`src/rtl/spimemio_arbiter_if.sv`:
```
`default_nettype none
// +-----------------------------------------------------------------------+
// | spimemio_arbiter_if : bus bundle between requesters, config and flash |
// | Revision 1.0                                                          |
// +-----------------------------------------------------------------------+
interface spimemio_arbiter_if;
  logic        m0_valid;
  logic        m0_ready;
  logic [23:0] m0_addr;
  logic [31:0] m0_rdata;

  logic        m1_valid;
  logic        m1_ready;
  logic [23:0] m1_addr;
  logic [31:0] m1_rdata;

  logic        mem_valid;
  logic        mem_ready;
  logic [23:0] mem_addr;
  logic [31:0] mem_rdata;

  logic        cfg_valid;
  logic        cfg_ready;
  logic [3:0]  cfg_we;
  logic [31:0] cfg_di;
  logic [3:0]  cfgreg_we;
  logic [31:0] cfgreg_di;

  // Arbiter side of the bundle.
  modport slave (
    input  m0_valid, m0_addr, m1_valid, m1_addr,
    input  mem_ready, mem_rdata,
    input  cfg_valid, cfg_we, cfg_di,
    output m0_ready, m0_rdata, m1_ready, m1_rdata,
    output mem_valid, mem_addr,
    output cfg_ready, cfgreg_we, cfgreg_di
  );

  // Environment side: bus decoder, requesters and spimemio.
  modport master (
    output m0_valid, m0_addr, m1_valid, m1_addr,
    output mem_ready, mem_rdata,
    output cfg_valid, cfg_we, cfg_di,
    input  m0_ready, m0_rdata, m1_ready, m1_rdata,
    input  mem_valid, mem_addr,
    input  cfg_ready, cfgreg_we, cfgreg_di
  );
endinterface
`default_nettype wire

```
`src/rtl/spimemio_arbiter.sv`:
```
`default_nettype none
// +-----------------------------------------------------------------------+
// | spimemio_arbiter : sticky two-port read arbiter with config serialiser|
// | Revision 1.0                                                          |
// +-----------------------------------------------------------------------+
module spimemio_arbiter #(
  parameter int BURST_MAX = 8,
  parameter bit PRIO      = 1'b0
) (
  input  logic                  clk,
  input  logic                  resetn,
  spimemio_arbiter_if.slave     io_bus
);

  localparam logic [3:0] c_BURST_MAX = 4'(BURST_MAX);

  typedef enum logic [1:0] {
    ST_IDLE   = 2'd0,
    ST_GRANT0 = 2'd1,
    ST_GRANT1 = 2'd2,
    ST_CFG    = 2'd3
  } state_t;

  state_t     r_state;
  state_t     w_state_nxt;
  logic       r_last;
  logic       w_last_nxt;
  logic [3:0] r_streak;
  logic [3:0] w_streak_nxt;
  logic [3:0] w_streak_sat;
  logic       w_pick;
  logic       w_done;
  logic       w_done_port;

  always_ff @(posedge clk) begin
    if (!resetn) begin
      r_state  <= ST_IDLE;
      r_last   <= PRIO;
      r_streak <= 4'd0;
    end else begin
      r_state  <= w_state_nxt;
      r_last   <= w_last_nxt;
      r_streak <= w_streak_nxt;
    end
  end

  // Saturating increment; the counter never wraps past the burst limit.
  assign w_streak_sat = (r_streak >= c_BURST_MAX) ? c_BURST_MAX : (r_streak + 4'd1);

  always_comb begin
    w_state_nxt      = r_state;
    w_pick           = r_last;
    w_done           = 1'b0;
    w_done_port      = 1'b0;

    io_bus.mem_valid = 1'b0;
    io_bus.mem_addr  = 24'd0;
    io_bus.m0_ready  = 1'b0;
    io_bus.m0_rdata  = 32'd0;
    io_bus.m1_ready  = 1'b0;
    io_bus.m1_rdata  = 32'd0;
    io_bus.cfg_ready = 1'b0;
    io_bus.cfgreg_we = 4'd0;
    io_bus.cfgreg_di = 32'd0;

    case (r_state)
      ST_IDLE: begin
        if (io_bus.cfg_valid) begin
          w_state_nxt = ST_CFG;
        end else if (io_bus.m0_valid && !io_bus.m1_valid) begin
          w_state_nxt = ST_GRANT0;
        end else if (io_bus.m1_valid && !io_bus.m0_valid) begin
          w_state_nxt = ST_GRANT1;
        end else if (io_bus.m0_valid && io_bus.m1_valid) begin
          // Stay with the last-served port until it has used up its burst.
          w_pick      = (r_streak >= c_BURST_MAX) ? ~r_last : r_last;
          w_state_nxt = w_pick ? ST_GRANT1 : ST_GRANT0;
        end
      end

      ST_GRANT0: begin
        io_bus.mem_valid = io_bus.m0_valid;
        io_bus.mem_addr  = io_bus.m0_addr;
        io_bus.m0_ready  = io_bus.mem_ready;
        io_bus.m0_rdata  = io_bus.mem_rdata;
        if (!io_bus.m0_valid) begin
          w_state_nxt = ST_IDLE;
        end else if (io_bus.mem_ready) begin
          w_state_nxt = ST_IDLE;
          w_done      = 1'b1;
          w_done_port = 1'b0;
        end
      end

      ST_GRANT1: begin
        io_bus.mem_valid = io_bus.m1_valid;
        io_bus.mem_addr  = io_bus.m1_addr;
        io_bus.m1_ready  = io_bus.mem_ready;
        io_bus.m1_rdata  = io_bus.mem_rdata;
        if (!io_bus.m1_valid) begin
          w_state_nxt = ST_IDLE;
        end else if (io_bus.mem_ready) begin
          w_state_nxt = ST_IDLE;
          w_done      = 1'b1;
          w_done_port = 1'b1;
        end
      end

      ST_CFG: begin
        io_bus.cfg_ready = 1'b1;
        io_bus.cfgreg_we = io_bus.cfg_we;
        io_bus.cfgreg_di = io_bus.cfg_di;
        w_state_nxt      = ST_IDLE;
      end

      default: begin
        w_state_nxt = ST_IDLE;
      end
    endcase
  end

  // Only completed grants move the fairness bookkeeping; aborts leave it alone.
  always_comb begin
    w_last_nxt   = r_last;
    w_streak_nxt = r_streak;
    if (w_done) begin
      if (w_done_port == r_last) begin
        w_streak_nxt = w_streak_sat;
      end else begin
        w_streak_nxt = 4'd1;
        w_last_nxt   = w_done_port;
      end
    end
  end

endmodule
`default_nettype wire
```
`src/flat_wrapper.sv`:
```
// flat-port wrapper written by rule: the top's interface ports become plain ports
module spimemio_arbiter_flat 
#(
  parameter int BURST_MAX = 8,
  parameter bit PRIO      = 1'b0
)
  (clk, resetn, io_bus_m0_valid, io_bus_m0_addr, io_bus_m1_valid, io_bus_m1_addr, io_bus_mem_ready, io_bus_mem_rdata, io_bus_cfg_valid, io_bus_cfg_we, io_bus_cfg_di, io_bus_m0_ready, io_bus_m0_rdata, io_bus_m1_ready, io_bus_m1_rdata, io_bus_mem_valid, io_bus_mem_addr, io_bus_cfg_ready, io_bus_cfgreg_we, io_bus_cfgreg_di);
  spimemio_arbiter_if io_bus_i ();
  input  logic clk;
  input  logic resetn;
  input wire logic [$bits(io_bus_i.m0_valid)-1:0] io_bus_m0_valid;
  input wire logic [$bits(io_bus_i.m0_addr)-1:0] io_bus_m0_addr;
  input wire logic [$bits(io_bus_i.m1_valid)-1:0] io_bus_m1_valid;
  input wire logic [$bits(io_bus_i.m1_addr)-1:0] io_bus_m1_addr;
  input wire logic [$bits(io_bus_i.mem_ready)-1:0] io_bus_mem_ready;
  input wire logic [$bits(io_bus_i.mem_rdata)-1:0] io_bus_mem_rdata;
  input wire logic [$bits(io_bus_i.cfg_valid)-1:0] io_bus_cfg_valid;
  input wire logic [$bits(io_bus_i.cfg_we)-1:0] io_bus_cfg_we;
  input wire logic [$bits(io_bus_i.cfg_di)-1:0] io_bus_cfg_di;
  output wire logic [$bits(io_bus_i.m0_ready)-1:0] io_bus_m0_ready;
  output wire logic [$bits(io_bus_i.m0_rdata)-1:0] io_bus_m0_rdata;
  output wire logic [$bits(io_bus_i.m1_ready)-1:0] io_bus_m1_ready;
  output wire logic [$bits(io_bus_i.m1_rdata)-1:0] io_bus_m1_rdata;
  output wire logic [$bits(io_bus_i.mem_valid)-1:0] io_bus_mem_valid;
  output wire logic [$bits(io_bus_i.mem_addr)-1:0] io_bus_mem_addr;
  output wire logic [$bits(io_bus_i.cfg_ready)-1:0] io_bus_cfg_ready;
  output wire logic [$bits(io_bus_i.cfgreg_we)-1:0] io_bus_cfgreg_we;
  output wire logic [$bits(io_bus_i.cfgreg_di)-1:0] io_bus_cfgreg_di;
  assign io_bus_i.m0_valid = io_bus_m0_valid;
  assign io_bus_i.m0_addr = io_bus_m0_addr;
  assign io_bus_i.m1_valid = io_bus_m1_valid;
  assign io_bus_i.m1_addr = io_bus_m1_addr;
  assign io_bus_i.mem_ready = io_bus_mem_ready;
  assign io_bus_i.mem_rdata = io_bus_mem_rdata;
  assign io_bus_i.cfg_valid = io_bus_cfg_valid;
  assign io_bus_i.cfg_we = io_bus_cfg_we;
  assign io_bus_i.cfg_di = io_bus_cfg_di;
  assign io_bus_m0_ready = io_bus_i.m0_ready;
  assign io_bus_m0_rdata = io_bus_i.m0_rdata;
  assign io_bus_m1_ready = io_bus_i.m1_ready;
  assign io_bus_m1_rdata = io_bus_i.m1_rdata;
  assign io_bus_mem_valid = io_bus_i.mem_valid;
  assign io_bus_mem_addr = io_bus_i.mem_addr;
  assign io_bus_cfg_ready = io_bus_i.cfg_ready;
  assign io_bus_cfgreg_we = io_bus_i.cfgreg_we;
  assign io_bus_cfgreg_di = io_bus_i.cfgreg_di;
  spimemio_arbiter #(.BURST_MAX(BURST_MAX), .PRIO(PRIO)) u_core (.clk(clk), .resetn(resetn), .io_bus(io_bus_i));
endmodule
```
`config.mk`:
```
export PLATFORM = sky130hd
export DESIGN_NAME = spimemio_arbiter_flat
export DESIGN_NICKNAME = d
export VERILOG_FILES = /design/src/rtl/spimemio_arbiter_if.sv /design/src/rtl/spimemio_arbiter.sv /design/src/flat_wrapper.sv
export SDC_FILE = /design/constraint.sdc
export NUM_CORES = 1
export LEC_CHECK = 0
export BUFFER_PORTS_ARGS = -buffer_cell sky130_fd_sc_hd__buf_2
export CAP_MARGIN = 5
export CORE_AREA = 2 2 98 100
export CTS_CLUSTER_SIZE = 30
export DETAILED_ROUTE_END_ITERATION = 10
export DIE_AREA = 0 0 100 102
export GPL_ROUTABILITY_DRIVEN = 0
export PLACE_DENSITY = 0.58
export SETUP_SLACK_MARGIN = 0.15
export SLEW_MARGIN = 5
export SYNTH_ARGS = -nofsm -noshare
export SYNTH_HDL_FRONTEND = slang
export SYNTH_SLANG_ARGS = --single-unit
```
`constraint.sdc`:
```
create_clock -name clk -period 2.4 [get_ports clk]
set_clock_uncertainty 0.2 [all_clocks]
set_input_delay 0.48 -clock clk [delete_from_list [all_inputs] [get_ports clk]]
set_output_delay 0.48 -clock clk [all_outputs]
set_load 0.005 [all_outputs]
```
* After elaboration in Yosys (flattened, before gate mapping) *
Cells that the tools add are included.

storage, ports and cells
  input port bits = 122
  logic and storage cells = 45
  output and inout bits = 128
  flip-flop bits (word level) = 7

cells by class
  reduce and logical (&&, ||, !) cells = 7
  mux-type cells = 26
  add/sub/neg operators = 1
  equal/unequal tests = 5
  order comparisons = 1
  bitwise gates (word level) = 2

operator list
  kind                                                                      count
  32-bit 2-to-1 mux                                                         3
  24-bit one-hot mux with 2 select lines                                    1
  2-bit 2-to-1 mux                                                          8
  4-bit 2-to-1 mux                                                          3
  1-bit 2-to-1 mux                                                          8
  2-bit one-hot mux with 4 select lines                                     1
  5-bit by 2-bit inequality test with 1-bit output (second input constant)  1
  4-bit by 1-bit adder with 4-bit output (second input constant)            1
  2-bit equality test (second input constant)                               2
  4-bit greater-or-equal comparator (second input constant)                 1
  1-bit one-hot mux with 2 select lines                                     2
  1-bit logical AND                                                         3
  2-bit by 1-bit equality test with 1-bit output (second input constant)    1
  1-bit zero test                                                           2
  2-bit zero test                                                           1
  1-bit inverter                                                            2
  2-bit AND reduction                                                       1
  1-bit equality test                                                       1

* Logic depth before layout (Yosys ltp) *
  word-level depth = 8
  depth in mapped cells = 7
  gate-level depth less buffers = 6

* Worst setup path before layout *
Ideal clock, no wire load.

  path kind = flip-flop to output port
  start point = register u_core.r_state[1]
  end point = output port io_bus_m0_rdata[10]
  buffers on the path = 2
  stages on the path, launching flop included = 6
  arrival time = 1257 ps
  required time = 1720 ps
  path slack = 463 ps
  cell sequence = dfxtp_1 inv_1 ha_1 clkbuf_1 clkbuf_1 and2_1

between the ends
  cells in the longest elaborated chain, start to end = 2

ends and longest elaborated chain
  item                                            RTL line                text
  start: declaration                              spimemio_arbiter.sv:24  state_t r_state;
  start signal: assignment                        spimemio_arbiter.sv:41  r_state <= w_state_nxt;
  2-bit by 1-bit equality test with 1-bit output  spimemio_arbiter.sv:66  case (r_state)
  32-bit 2-to-1 mux                               spimemio_arbiter.sv:66
  end: declaration                                flat_wrapper.sv:21      output wire logic [$bits(io_bus_i.m0_rdata)-1:0] io_bus_m0_rdata;

Every way passes these cells.

* Final worst setup path *
  start point = register u_core.r_state[0]
  end point = output port io_bus_mem_addr[23]

between the ends
  cells in the longest elaborated chain, start to end = 2
  elaborated cells on any way between the ends = 3
  classes of those cells = 2 x eq/ne; 1 x mux

ends and longest elaborated chain
  item                                                                                   RTL line                text
  2-bit equality test or 2-bit by 1-bit equality test with 1-bit output (tied branches)  spimemio_arbiter.sv:66
  24-bit one-hot mux with 2 select lines *                                               spimemio_arbiter.sv:66
  end: declaration                                                                       flat_wrapper.sv:25      output wire logic [$bits(io_bus_i.mem_addr)-1:0] io_bus_mem_addr;

Every way passes the cells marked *; elsewhere a longest branch is shown, timed or not.

==> impl_summary.txt <==
----------------------------------------------------
[Synthesis]
  Post-synth net total ... 353
  Post-synthesis average cell area ... approximately 6.8 µm²
  Number of cells produced by synthesis ... roughly 220
  Combined area of all synthesized cells ... around 1500 µm²
  FF+latch count, synth ... 7
  Seq/Total Area, Yosys ... 0.0920
  Distinct cell type count of the synthesized netlist ... 29
  Number of warnings printed during yosys synthesis ... 0

[Route]
  Antenna-violating nets left ... 0
  Initial DRC Count ... 55
  Remaining design rule violation count ... 0
  Wire length per cell ... between 10 and 15 µm
  Number of iterations in the first detailed-routing pass ... 4
  Number of vias in the routed layout ... ~2500
  Aggregate routed wire length ... around 7400 µm
  Per-cell via count in the routed design ... about 4.3

[Critical path]
  Largest stage delay on the critical path ... around 370 ps
  Crit path required time ... between 1500 and 2000 ps
  Sort of element at the end of the critical path ... output pin
  Element type at the critical path start ... flip-flop
  Worst setup path class ... reg2out
  Highest fanout seen on the critical path ... 34
  CP max stage cell ... sky130_fd_sc_hd__dfxtp_2
  Arrival time reported for the critical path endpoint ... between 1000 and 1500 ps
  Crit path cell chain ... inv_2 -> ha_2 -> buf_12 -> a22oi_2 -> nor2b_1 -> buf_2

[Timing]
  Setup repair after global routing missed its margin ... no
  Setup violators final ... 0
  Final slew viol count ... 0
  Count of final hold-check violations ... 0
  Normalized max-slew margin ... 0.796
  Upper clock frequency limit ... ~470 MHz
  Fin crit period ... roughly 2100 ps
  Final worst path period share ... 0.892
  Tightest Pin Transition ... 302 ps
  Final setup TNS ... 0 ps

[Floorplanning]
  Die boundary height ... between 100 and 150 µm
  Core Region ... slightly above 9000 µm²
  Die width ... around 100 µm
  Effective utilization at floorplan ... 0.167
  DIE AREA ... approximately 10000 µm²
  Cell row count ... 35
  Number of top-level pins ... between 200 and 300

[Layout]
  Total Nets Final ... 596
  Post-layout instance count excluding filler cells ... a little under 600
  Layout overhead on the synthesized area ... 100%
  Share of cells above drive strength 1 ... 0.590

[Clock network]
  TritonCTS sink count ... 7
  Total clock buffers created by CTS ... 3
  Number of H-tree levels ... 1
  CTS tree ... done
  CTS Hold Bufs ... 0
  Clock latency of the later-clocked register in the worst-skew pair ... approximately 230 ps
  Clock slew at the register clock pins of the worst setup and hold paths ... 40 ps
  Root buffer cell ... sky130_fd_sc_hd__clkbuf_8
  Clock Path Buffers ... 2

[Global routing]
  Global-route wire length before repair ... 10400 µm
  Pin count of the biggest net entering global routing ... 59
  Vias in the first global route ... 2214
  Aggregate global routing overflow ... 0
  Initial antenna violation count ... 2
  Aggregate global-route resource usage ... 0.125

[Pwr]
  Lkg Pwr ... approximately 1.8 nW
  Peak VDD IR ... 0.106 mV
  Power per cell area ... 309 nW/µm²

[Place]
  Placed cells ... roughly 570
  Number of port buffers ... between 200 and 250
  DP HPWL ... 6040 µm

[Min path]
  Tightest Hold Check Type ... reg2reg

[Outcome]
  Run status ... completed

[Job]
  Max-capacitance violation count ... 0

----------------------------------------------------
placed cells by master (no fill, tap or decap), types with 2 or more instances in the layout:
master,instances
sky130_fd_sc_hd__a211oi_1,2
sky130_fd_sc_hd__a21oi_1,2
sky130_fd_sc_hd__a22oi_1,19
sky130_fd_sc_hd__a22oi_2,6
sky130_fd_sc_hd__and2_1,102
sky130_fd_sc_hd__buf_12,3
sky130_fd_sc_hd__buf_2,249
sky130_fd_sc_hd__buf_4,2
sky130_fd_sc_hd__clkbuf_8,3
sky130_fd_sc_hd__dfxtp_1,6
sky130_fd_sc_hd__ha_1,4
sky130_fd_sc_hd__ha_4,2
sky130_fd_sc_hd__inv_1,5
sky130_fd_sc_hd__inv_2,2
sky130_fd_sc_hd__nand2_1,4
sky130_fd_sc_hd__nand3_1,3
sky130_fd_sc_hd__nand3b_1,2
sky130_fd_sc_hd__nor2_1,4
sky130_fd_sc_hd__nor2b_1,26
sky130_fd_sc_hd__nor3_1,2
sky130_fd_sc_hd__xnor2_1,2
path summary, 6_finish.rpt:
| check | from | to | slack [ps] | depth (start not counted) |
|---|---|---|---|---|
| max | u_core.r_state[0]$_SDFFE_PN0P_ | io_bus_mem_addr[23] | 260 | 6 |
| min | u_core.r_streak[1]$_SDFFE_PN0P_ | u_core.r_streak[1]$_SDFFE_PN0P_ | 300 | 2 |
| max reg2reg | u_core.r_state[0]$_SDFFE_PN0P_ | u_core.r_streak[3]$_SDFFE_PN0P_ | 410 | 8 |
| min reg2reg | u_core.r_streak[1]$_SDFFE_PN0P_ | u_core.r_streak[1]$_SDFFE_PN0P_ | 300 | 2 |
where the power goes:
part / switching (mW) / leakage, nW / internal, mW
Clock: 0.0526 / 0.0228 / 0.115
Sequential: 0.00699 / 0.0572 / 0.123
Combinational: 0.294 / 1.71 / 0.353
Total: 0.353 / 1.79 / 0.591
per-stage QoR:
step / hold slack [ps] / utilization / instance area, µm² / total power [mW] / worst slack [ps]
finish: 299 / 0.335 / 3060 / 0.945 / 259
global route: 333 / 0.335 / 3050 / 1.03 / 159
CTS: 293 / 0.326 / 2970 / 0.907 / 150
detailed placement: 286 / 0.319 / 2900 / 0.728 / 292
global placement: 298 / 0.319 / 2900 / 0.718 / 361
floorplan: 261 / - / 1520 / 0.416 / 463
cell families after synthesis:
| kind of cell | count (synthesis) | share of synthesized area |
|---|---|---|
| AO/OA/AOI/OAI | 34 | 0.168 |
| XOR/XNOR | 2 | 0.0115 |
| adder cells (fa/ha/maj) | 8 | 0.0649 |
| buffers and inverters | 25 | 0.0632 |
| flip-flops | 7 | 0.0920 |
| multiplexers | 1 | 0.00739 |
| AND/OR/NAND/NOR | 147 | 0.593 |
cells in the mapped netlist:
master                       n  area [µm²]
sky130_fd_sc_hd__a211oi_1    2        15.0
sky130_fd_sc_hd__a21o_1      1        7.51
sky130_fd_sc_hd__a21oi_1     2        10.0
sky130_fd_sc_hd__a22oi_1    24         180
sky130_fd_sc_hd__a22oi_2     1        12.5
sky130_fd_sc_hd__a31oi_1     1        6.26
sky130_fd_sc_hd__a41oi_1     1        8.76
sky130_fd_sc_hd__and2_1    102         638
sky130_fd_sc_hd__buf_1       1        3.75
sky130_fd_sc_hd__buf_2       2        10.0
sky130_fd_sc_hd__clkbuf_1   15        56.3
sky130_fd_sc_hd__dfxtp_1     7         140
sky130_fd_sc_hd__ha_1        7        87.6
sky130_fd_sc_hd__inv_1       7        26.3
sky130_fd_sc_hd__maj3_2      1        11.3
sky130_fd_sc_hd__mux2_2      1        11.3
sky130_fd_sc_hd__nand2_1     4        15.0
sky130_fd_sc_hd__nand3_1     3        15.0
sky130_fd_sc_hd__nand3b_1    2        15.0
sky130_fd_sc_hd__nand4b_1    1        8.76
sky130_fd_sc_hd__nor2_1      4        15.0
sky130_fd_sc_hd__nor2_2      1        6.26
sky130_fd_sc_hd__nor2b_1    26         163
sky130_fd_sc_hd__nor3_1      2        10.0
sky130_fd_sc_hd__nor4b_1     1        8.76
sky130_fd_sc_hd__o31ai_1     1        7.51
sky130_fd_sc_hd__o32ai_1     1        8.76
sky130_fd_sc_hd__or2_4       1        8.76
sky130_fd_sc_hd__xnor2_1     2        17.5
cell type report:
type	count	area, µm²
inverters	7	26.3
multi-input cells	192	1340
flip-flops and latches	7	141
repair buffers	256	1360
fillers	988	6050
well taps	111	139
diodes	1	2.50
clock buffers	4	45.0
registers in the layout, summed over array words and instances (netlist names):
signal and count:
u_core.r_streak 4, u_core.r_state 2, u_core.r_last 1
layer usage:
layer	wire [µm]	vias up	track usage	share of wire
li1	-	1216	-	-
met1	2640	1087	0.129	0.36
met2	3900	159	0.256	0.53
met3	717	11	0.0212	0.097
met4	110	2	0.0358	0.015
met5	13	-	0	0.0018
critical path: cells and delay by family, from the launching register on:
kind | cells | cell delay [ps]
adder cells (fa/ha/maj) | 1 | 220
AO/OA/AOI/OAI | 1 | 200
buffers and inverters | 3 | 360
AND/OR/NAND/NOR | 1 | 60
flip-flops | 1 | 370
what timing repair did:
| action | in CTS | in global routing |
|---|---|---|
| gates cloned | 0 | 1 |
| pin swaps | 1 | 0 |
| endpoints found under the setup margin | 13 | 26 |
| buffers inserted | 1 | 0 |
| resized for setup | 3 | 15 |
Power figures use the tool's default switching activity.
